File: config.mk
export PLATFORM = sky130hd
export DESIGN_NAME = clk_div_meter_flat
export DESIGN_NICKNAME = d
export VERILOG_FILES = /design/src/rtl/clk_div_meter_if.sv /design/src/rtl/clk_div_meter.sv /design/src/flat_wrapper.sv
export SDC_FILE = /design/constraint.sdc
export NUM_CORES = 1
export LEC_CHECK = 0
export CAP_MARGIN = 40
export CORE_UTILIZATION = 45
export DETAILED_ROUTE_END_ITERATION = 12
export GPL_TIMING_DRIVEN = 0
export PLACE_DENSITY = 0.69
export SKIP_CTS_REPAIR_TIMING = 1
export SLEW_MARGIN = 30
export SYNTH_ARGS = -nofsm -noshare
export SYNTH_HDL_FRONTEND = slang
export SYNTH_SLANG_ARGS = --single-unit
File: constraint.sdc
create_clock -name clk -period 2.6 [get_ports clk]
set_clock_uncertainty 0.2 [all_clocks]
set_input_delay 0.78 -clock clk [delete_from_list [all_inputs] [get_ports clk]]
set_output_delay 0.78 -clock clk [all_outputs]
set_load 0.01 [all_outputs]
File: src/rtl/clk_div_meter_if.sv
// Measurement bus of clk_div_meter: the divided clock going in, period/duty/lock status coming out.
interface clk_div_meter_if #(
  parameter int WIDTH = 16
);
  logic             sig_in;
  logic [WIDTH-1:0] period;
  logic [WIDTH-1:0] high_time;
  logic             meas_valid;
  logic             locked;
  logic             timeout;

  modport master (
    output sig_in,
    input  period, high_time, meas_valid, locked, timeout
  );

  modport slave (
    input  sig_in,
    output period, high_time, meas_valid, locked, timeout
  );
endinterface

File: src/rtl/clk_div_meter.sv
// Measures period, high time and lock state of a clk-synchronous divided clock.
// Define CLK_DIV_METER_DUTY_EN to build the high-time counter; otherwise high_time reads 0.
//
// state  | meaning
// S_IDLE | no reference rising edge seen yet (after reset or timeout)
// S_RUN  | counting clk cycles since the last rising edge
module clk_div_meter #(
  parameter int WIDTH    = 16,
  parameter int LOCK_CNT = 4,
  parameter int TIMEOUT  = 1000
) (
  input logic           clk,
  input logic           rst,
  clk_div_meter_if.slave bus
);
  localparam int              MW       = $clog2(LOCK_CNT + 1);
  localparam logic [WIDTH-1:0] TMO      = WIDTH'(TIMEOUT);
  localparam logic [MW-1:0]    LOCK_MAX = MW'(LOCK_CNT);
  localparam logic [MW-1:0]    LOCK_PRE = MW'(LOCK_CNT - 1);

  typedef enum logic {
    S_IDLE = 1'b0,
    S_RUN  = 1'b1
  } state_t;

  state_t           r_state;
  state_t           w_state_nxt;
  logic             r_sig_q;
  logic             r_sig_qd;
  logic             w_edge;
  logic             w_tmo;
  logic             w_start;
  logic             w_meas;
  logic             w_expire;
  logic             w_count;
  logic             w_same;
  logic [WIDTH-1:0] r_per_cnt;
  logic [WIDTH-1:0] r_period;
  logic             r_meas_valid;
  logic             r_locked;
  logic             r_timeout;
  logic             r_first;
  logic [MW-1:0]    r_match_cnt;

  assign w_edge = r_sig_q & ~r_sig_qd;
  assign w_tmo  = (r_per_cnt == TMO);
  assign w_same = (r_per_cnt == r_period);

  always_ff @(posedge clk or posedge rst) begin
    if (rst) begin
      r_sig_q  <= 1'b0;
      r_sig_qd <= 1'b0;
    end else begin
      r_sig_q  <= bus.sig_in;
      r_sig_qd <= r_sig_q;
    end
  end

  always_ff @(posedge clk or posedge rst) begin
    if (rst) r_state <= S_IDLE;
    else     r_state <= w_state_nxt;
  end

  always_comb begin
    w_state_nxt = r_state;
    case (r_state)
      S_IDLE:  if (w_edge) w_state_nxt = S_RUN;
      S_RUN:   if (!w_edge && w_tmo) w_state_nxt = S_IDLE;
      default: w_state_nxt = S_IDLE;
    endcase
  end

  // An edge always wins over an expiring counter, so period may equal TIMEOUT exactly.
  always_comb begin
    w_start  = 1'b0;
    w_meas   = 1'b0;
    w_expire = 1'b0;
    w_count  = 1'b0;
    case (r_state)
      S_IDLE: w_start = w_edge;
      S_RUN: begin
        w_meas   = w_edge;
        w_expire = !w_edge && w_tmo;
        w_count  = !w_edge && !w_tmo;
      end
      default: ;
    endcase
  end

  always_ff @(posedge clk or posedge rst) begin
    if (rst) begin
      r_per_cnt    <= '0;
      r_period     <= '0;
      r_meas_valid <= 1'b0;
      r_locked     <= 1'b0;
      r_timeout    <= 1'b0;
      r_first      <= 1'b0;
      r_match_cnt  <= '0;
    end else begin
      r_meas_valid <= w_meas;
      if (w_start) begin
        r_per_cnt <= WIDTH'(1);
        r_first   <= 1'b1;
      end else if (w_meas) begin
        r_period  <= r_per_cnt;
        r_per_cnt <= WIDTH'(1);
        r_timeout <= 1'b0;
        r_first   <= 1'b0;
        // The first measurement after IDLE has nothing to compare against.
        if (r_first) begin
          r_match_cnt <= '0;
        end else if (w_same) begin
          if (r_match_cnt != LOCK_MAX) r_match_cnt <= r_match_cnt + 1'b1;
          if (r_match_cnt >= LOCK_PRE) r_locked <= 1'b1;
        end else begin
          r_match_cnt <= '0;
          r_locked    <= 1'b0;
        end
      end else if (w_expire) begin
        r_per_cnt   <= '0;
        r_timeout   <= 1'b1;
        r_locked    <= 1'b0;
        r_match_cnt <= '0;
      end else if (w_count) begin
        r_per_cnt <= r_per_cnt + 1'b1;
      end
    end
  end

`ifdef CLK_DIV_METER_DUTY_EN
  logic [WIDTH-1:0] r_high_cnt;
  logic [WIDTH-1:0] r_high_time;

  always_ff @(posedge clk or posedge rst) begin
    if (rst) begin
      r_high_cnt  <= '0;
      r_high_time <= '0;
    end else if (w_start) begin
      r_high_cnt <= WIDTH'(1);
    end else if (w_meas) begin
      r_high_time <= r_high_cnt;
      r_high_cnt  <= WIDTH'(1);
    end else if (w_expire) begin
      r_high_cnt <= '0;
    end else if (w_count && r_sig_q) begin
      r_high_cnt <= r_high_cnt + 1'b1;
    end
  end

  assign bus.high_time = r_high_time;
`else
  assign bus.high_time = '0;
`endif

  assign bus.period     = r_period;
  assign bus.meas_valid = r_meas_valid;
  assign bus.locked     = r_locked;
  assign bus.timeout    = r_timeout;
endmodule

File: src/flat_wrapper.sv
// flat-port wrapper written by rule: the top's interface ports become plain ports
module clk_div_meter_flat 
#(
  parameter int WIDTH    = 16,
  parameter int LOCK_CNT = 4,
  parameter int TIMEOUT  = 1000
)
  (clk, rst, bus_sig_in, bus_period, bus_high_time, bus_meas_valid, bus_locked, bus_timeout);
  clk_div_meter_if #(.WIDTH(WIDTH)) bus_i ();
  input logic clk;
  input logic rst;
  input wire logic [$bits(bus_i.sig_in)-1:0] bus_sig_in;
  output wire logic [$bits(bus_i.period)-1:0] bus_period;
  output wire logic [$bits(bus_i.high_time)-1:0] bus_high_time;
  output wire logic [$bits(bus_i.meas_valid)-1:0] bus_meas_valid;
  output wire logic [$bits(bus_i.locked)-1:0] bus_locked;
  output wire logic [$bits(bus_i.timeout)-1:0] bus_timeout;
  assign bus_i.sig_in = bus_sig_in;
  assign bus_period = bus_i.period;
  assign bus_high_time = bus_i.high_time;
  assign bus_meas_valid = bus_i.meas_valid;
  assign bus_locked = bus_i.locked;
  assign bus_timeout = bus_i.timeout;
  clk_div_meter #(.WIDTH(WIDTH), .LOCK_CNT(LOCK_CNT), .TIMEOUT(TIMEOUT)) u_core (.clk(clk), .rst(rst), .bus(bus_i));
endmodule
---- After elaboration in Yosys (flattened, before gate mapping) ----
Index checks and enable logic that the tools add are counted.
storage, ports and cells
  register bits ........................... 42
  bits in latches ......................... 0
  memory bits (writable) .................. 0
  ROM bits ................................ 0
  input port bits ......................... 3
  output and inout bits ................... 35
  logic and storage cells ................. 59
  memories ................................ 0
cells by class
  $add $sub $neg .......................... 2
  $mul .................................... 0
  divide/modulo/power cells ............... 0
  order comparisons ....................... 1
  equality and inequality tests ........... 6
  shifts and indexed selects .............. 0
  multiplexer cells ....................... 25
  bitwise gates (word level) .............. 4
  reductions and logical operators ........ 11
operators by type and width
  kind                   number
  $mux 16                4
  $add 16x1->16 const B  1
  $eq 16x10->1 const B   1
  $eq 16x16->1           1
  $mux 1                 15
  $mux 3                 5
  $ne 3x3->1 const B     2
  $ne 4x4->1 const B     1
  $reduce_and 2->1       2
  $reduce_and 4->1       1
  $reduce_bool 2->1      2
  $reduce_bool 4->1      1
  $add 3x1->3 const B    1
  $ge 3x2->1 const B     1
  $not 1->1              3
  $reduce_and 3->1       1
  $logic_and 1x1->1      2
  $logic_not 1->1        2
  $ne 2x2->1 const B     1
  $pmux 1 s2             1
  $and 1x1->1            1

---- Longest topological paths before layout ----
  word-level depth ........................ 9
  gate-level depth with buffers ........... 8
  depth with buffers taken out ............ 7

---- Worst setup path before layout ----
No wires, ideal clock.
  kind .................................... register to register
  start point ............................. register u_core.r_per_cnt[4]
  end point ............................... register u_core.r_per_cnt[14]
  setup time .............................. 0.121 ns
  arrival time ............................ 2.050 ns
  required time ........................... 2.279 ns
  setup slack ............................. 0.229 ns
  cell stages (with the launch flop) ...... 7
  buffers on the path ..................... 1
  period minus slack after synthesis ...... 2.371 ns
  path through ............................ dfrtp_1 buf_6 or4b_4 o41ai_4 nor2_4 a21o_1 a22o_1
on the way
  word-level cells in the longest chain between the ends .. 6
  elaborated cells between the ends (all ways) .. 12
  those cells by class .................... 1 x add/sub; 1 x eq/ne; 6 x mux; 4 x reduce/logical
RTL lines
  what                                                                   RTL line              source
  from (decl)                                                            clk_div_meter.sv:37   logic [WIDTH-1:0] r_per_cnt;
  from (signal assigned)                                                 clk_div_meter.sv:125  r_per_cnt <= r_per_cnt + 1'b1;
  parallel branches: the longest is 6 deep, another holds $add 16x1->16  --
Several ways; the timed one is not identified. The select of a mux whose other input is x is not followed.
A chain may end at the register's enable or synchronous reset.

---- Worst setup path in the final report ----
  start point ............................. register u_core.r_per_cnt[0]
  end point ............................... register u_core.r_per_cnt[14]
The elaborated chain is that of the path after synthesis.

==> key figures <==
Run status
  – Status: finished clean

Clocking
  – CTS Buf Count: 5
  – Clock Tree Buf Depth: 2
  – Root Driver: clkbuf_8
  – Clock slew at reported path FFs: 0.08 ns
  – TritonCTS clock tree: done
  – H-Tree Depth: 2
  – Clk sinks: 42
  – Clock insertion delay at the later pin of the skew report: 0.30 ns

Floorplan
  – IO Pins: 38
  – Initial Util: 48.23%
  – Overall die width: 74.09 um
  – Die span in y: 74.09 um
  – Die ar.: 0.005489 mm^2
  – Row cnt: 25
  – Total core area: 0.004848 mm^2

Route
  – Met2 wire length: 2.424 mm
  – Mean number of vias per cell: 5.049
  – Routed Antenna Nets: 0
  – Metal3 WL: 181 um
  – Detailed Route WL: 5.146 mm
  – DRT iter0 DRCs: 89
  – DR vias: 1939
  – Top Metal Used: met4
  – Pre-antenna DRT Iters: 4
  – Drt drc: 0
  – Met1 wire length: 2.480 mm
  – Routed len/inst: 13.40 um

Synthesis
  – Complex-gate fraction of the synthesized area: 12.84%
  – Post-synthesis instance total: 266
  – Avg Cell Area, Syn: 8.791 um^2
  – Largest family of logic cells by synthesized area: simple AND/OR/NAND/NOR gates
  – Post-Synth XOR/XNOR Area: 6.367%
  – Post-synthesis mux area share: 0%
  – Library cells used by synthesis: 35
  – Mapped cell area: 0.002338 mm^2
  – Post-synthesis sequential area ratio: 44.94%
  – Top_reg_cell synth: dfrtp_1
  – Synth Warn #: 0
  – Synth Area in Simple Gates: 23.01%
  – Number of synthesized flops with an enable pin: 0
  – FFs w/ async S/R, synth: 100.0%
  – Adder-cell share of the synthesized area: 2.675%
  – #FFs+latches synth: 42

Min path
  – Worst Hold Class: flop to flop

GRT
  – Largest net degree at the start of global routing: 27
  – Initial antenna violation count: 0
  – Global-route wire length before repair: 8.418 mm
  – GRT Util Overall: 20.61%
  – GRT overflow: 0
  – Vias in the first global route: 1724

Placed design
  – Buffers on Ports: 21
  – Post-Place Worst Slack: -0.09726 ns
  – RePlAce Congestion: 0.8487
  – Cell Area, Placed: 0.002709 mm^2
  – DP HPWL: 3.791 mm

Flow run
  – Max-Cap Viols: 0

Setup path
  – Slowest CP cell: dfrtp_2
  – CP cell instances: inv_1 -> ha_1 -> or3b_4 -> o41ai_4 -> buf_4 -> nor2_4 -> a21o_1 -> a22o_1
  – Nature of the critical path endpoint: flop
  – Cell family contributing the most delay on the critical path: compound AO/OA/AOI/OAI gates
  – CP Max Fanout: 10
  – CP Launch Type: flop
  – Crit path DAT: 2.46 ns
  – Register-to-register setup slack: 0.14 ns
  – Slowest cell delay on critical path: 0.45 ns
  – CP bufs+invs: 2
  – WS Path Type: flop to flop
  – Data required time of the worst path: 2.60 ns

Finish
  – Nets@finish: 324
  – Area Overhead vs Synth: 23.49%
  – Diode count: 0
  – Fin area: 0.002888 mm^2
  – Layout cell share with drive strength beyond 1: 15.77%

STA
  – Fmax achieved: 0.4064 GHz
  – Part of the cycle the worst path needs: 94.65%
  – Final slew viol count: 0
  – RSZ-0062 raised after global routing: true
  – Final WS setup: 0.1392 ns
  – Worst-Margin Slew: 0.5350 ns
  – Setup TNS: 0 ns
  – Final hold violation count: 0
  – Final Setup Violations: 0
  – Fin crit period: 2.461 ns
  – Slew HR: 64.33%

Power
  – PwrDens: 639.8 mW/mm^2
  – Worst VDD drop: 0.3931 mV
  – Leakage: 1.352 nW
-- synth_stat cells (2+ instances only) --
library cell	n	area, um^2
clkbuf_1	6	22.52
a21o_1	2	15.01
buf_2	3	15.01
xnor2_1	17	148.9
or4b_4	2	27.53
nor2_1	13	48.80
buf_4	16	120.1
nor4_1	6	37.54
o311ai_0	2	17.52
inv_1	10	37.54
a22o_1	2	17.52
nand3_1	4	20.02
and3_1	2	12.51
a21oi_1	8	40.04
nand2_1	62	232.7
dfrtp_1	42	1051
a31oi_1	10	62.56
or3_2	2	15.01
nand2b_1	3	18.77
nor3_1	5	25.02
buf_1	3	11.26
o21ai_0	19	95.09
nand4_1	9	56.30
nand4b_1	2	17.52
buf_6	2	22.52
ha_1	5	62.56
-- metrics by stage --
step | total power [W] | instances | utilization (%) | hold slack [ns]
after floorplan | 0.001159 | 281 | - | 0.1677
after global placement | 0.001290 | 369 | 55.46 | 0.1811
after detailed placement | 0.001320 | 370 | 55.87 | 0.2055
after CTS | 0.001831 | 378 | 58.14 | 0.2229
after global routing | 0.001942 | 384 | 59.56 | 0.2297
final | 0.001848 | 384 | 59.56 | 0.2206
-- final timing paths --
| path | from | end | cells past startpoint |
|---|---|---|---|
| hold / removal | u_core.r_sig_q$_DFF_PP0_ | u_core.r_sig_qd$_DFF_PP0_ | 0 |
| max in group asynchronous | rst | u_core.r_per_cnt[0]$_DFFE_PP0P_ | 3 |
| min in group asynchronous | rst | u_core.bus.period[13]$_DFFE_PP0P_ | 2 |
| setup reg to reg | u_core.r_per_cnt[0]$_DFFE_PP0P_ | u_core.r_per_cnt[14]$_DFFE_PP0P_ | 8 |
| hold reg to reg | u_core.r_sig_q$_DFF_PP0_ | u_core.r_sig_qd$_DFF_PP0_ | 0 |
| setup / recovery | u_core.r_per_cnt[0]$_DFFE_PP0P_ | u_core.r_per_cnt[14]$_DFFE_PP0P_ | 8 |
-- per-layer routing --
layer  GRT usage [%]  up-vias
li1                -      968
met1           28.61      926
met2           32.63       37
met3           4.065        8
met4           6.410        0
met5               0        -
-- area by class of cell --
type | instances | area [um^2]
fillers | 432 | 1961
multi-input cells | 198 | 1131
clock inverters | 2 | 37.54
well taps | 67 | 83.83
inverters | 10 | 37.54
repair buffers | 28 | 275.3
plain buffers | 31 | 196.4
clock buffers | 6 | 72.57
flip-flops and latches | 42 | 1054
-- cell families (layout without fill, tap and decap cells) --
group,Yosys count,in the layout
adder cells (fa/ha/maj),5,5
AO/OA/AOI/OAI,47,47
XOR/XNOR,17,17
AND/OR/NAND/NOR,113,113
buffers and inverters,41,77
other,1,16
flip-flops,42,42
-- worst reg2reg max path: stages (launching register included) --
cell	delay [ns]
dfrtp_2	0.45
inv_1	0.12
ha_1	0.18
or3b_4	0.41
o41ai_4	0.32
buf_4	0.21
nor2_4	0.08
a21o_1	0.19
a22o_1	0.22
-- power by group --
part / switching, W / leakage (nW) / total [W] / internal (W)
registers: 0.0000643 / 0.559 / 0.000787 / 0.000722
clock network: 0.000228 / 0.0514 / 0.000515 / 0.000287
logic: 0.000297 / 0.741 / 0.000546 / 0.000249
total: 0.000590 / 1.35 / 0.00185 / 0.00126
-- placed cells by master (no fill, tap or decap), drive strengths merged, types with 2 or more instances in the layout --
cell           synthesis  layout
nor4                   6       6
a21oi                  8       8
inv                   10      10
nand3                  4       4
clkbuf                 7      13
conb                   1      16
o21ai                 19      19
nor3                   5       5
nand4                  9       9
clkdlybuf4s50          0      21
o311ai                 2       2
a21o                   2       2
or3                    2       2
a31oi                 10      10
buf                   24      31
and3                   2       2
a22o                   2       2
or4b                   2       2
ha                     5       5
xnor2                 17      17
nand2b                 3       3
nand2                 62      62
dfrtp                 42      42
nor2                  14      14
nand4b                 2       2
(Power assumes the default switching activity.)
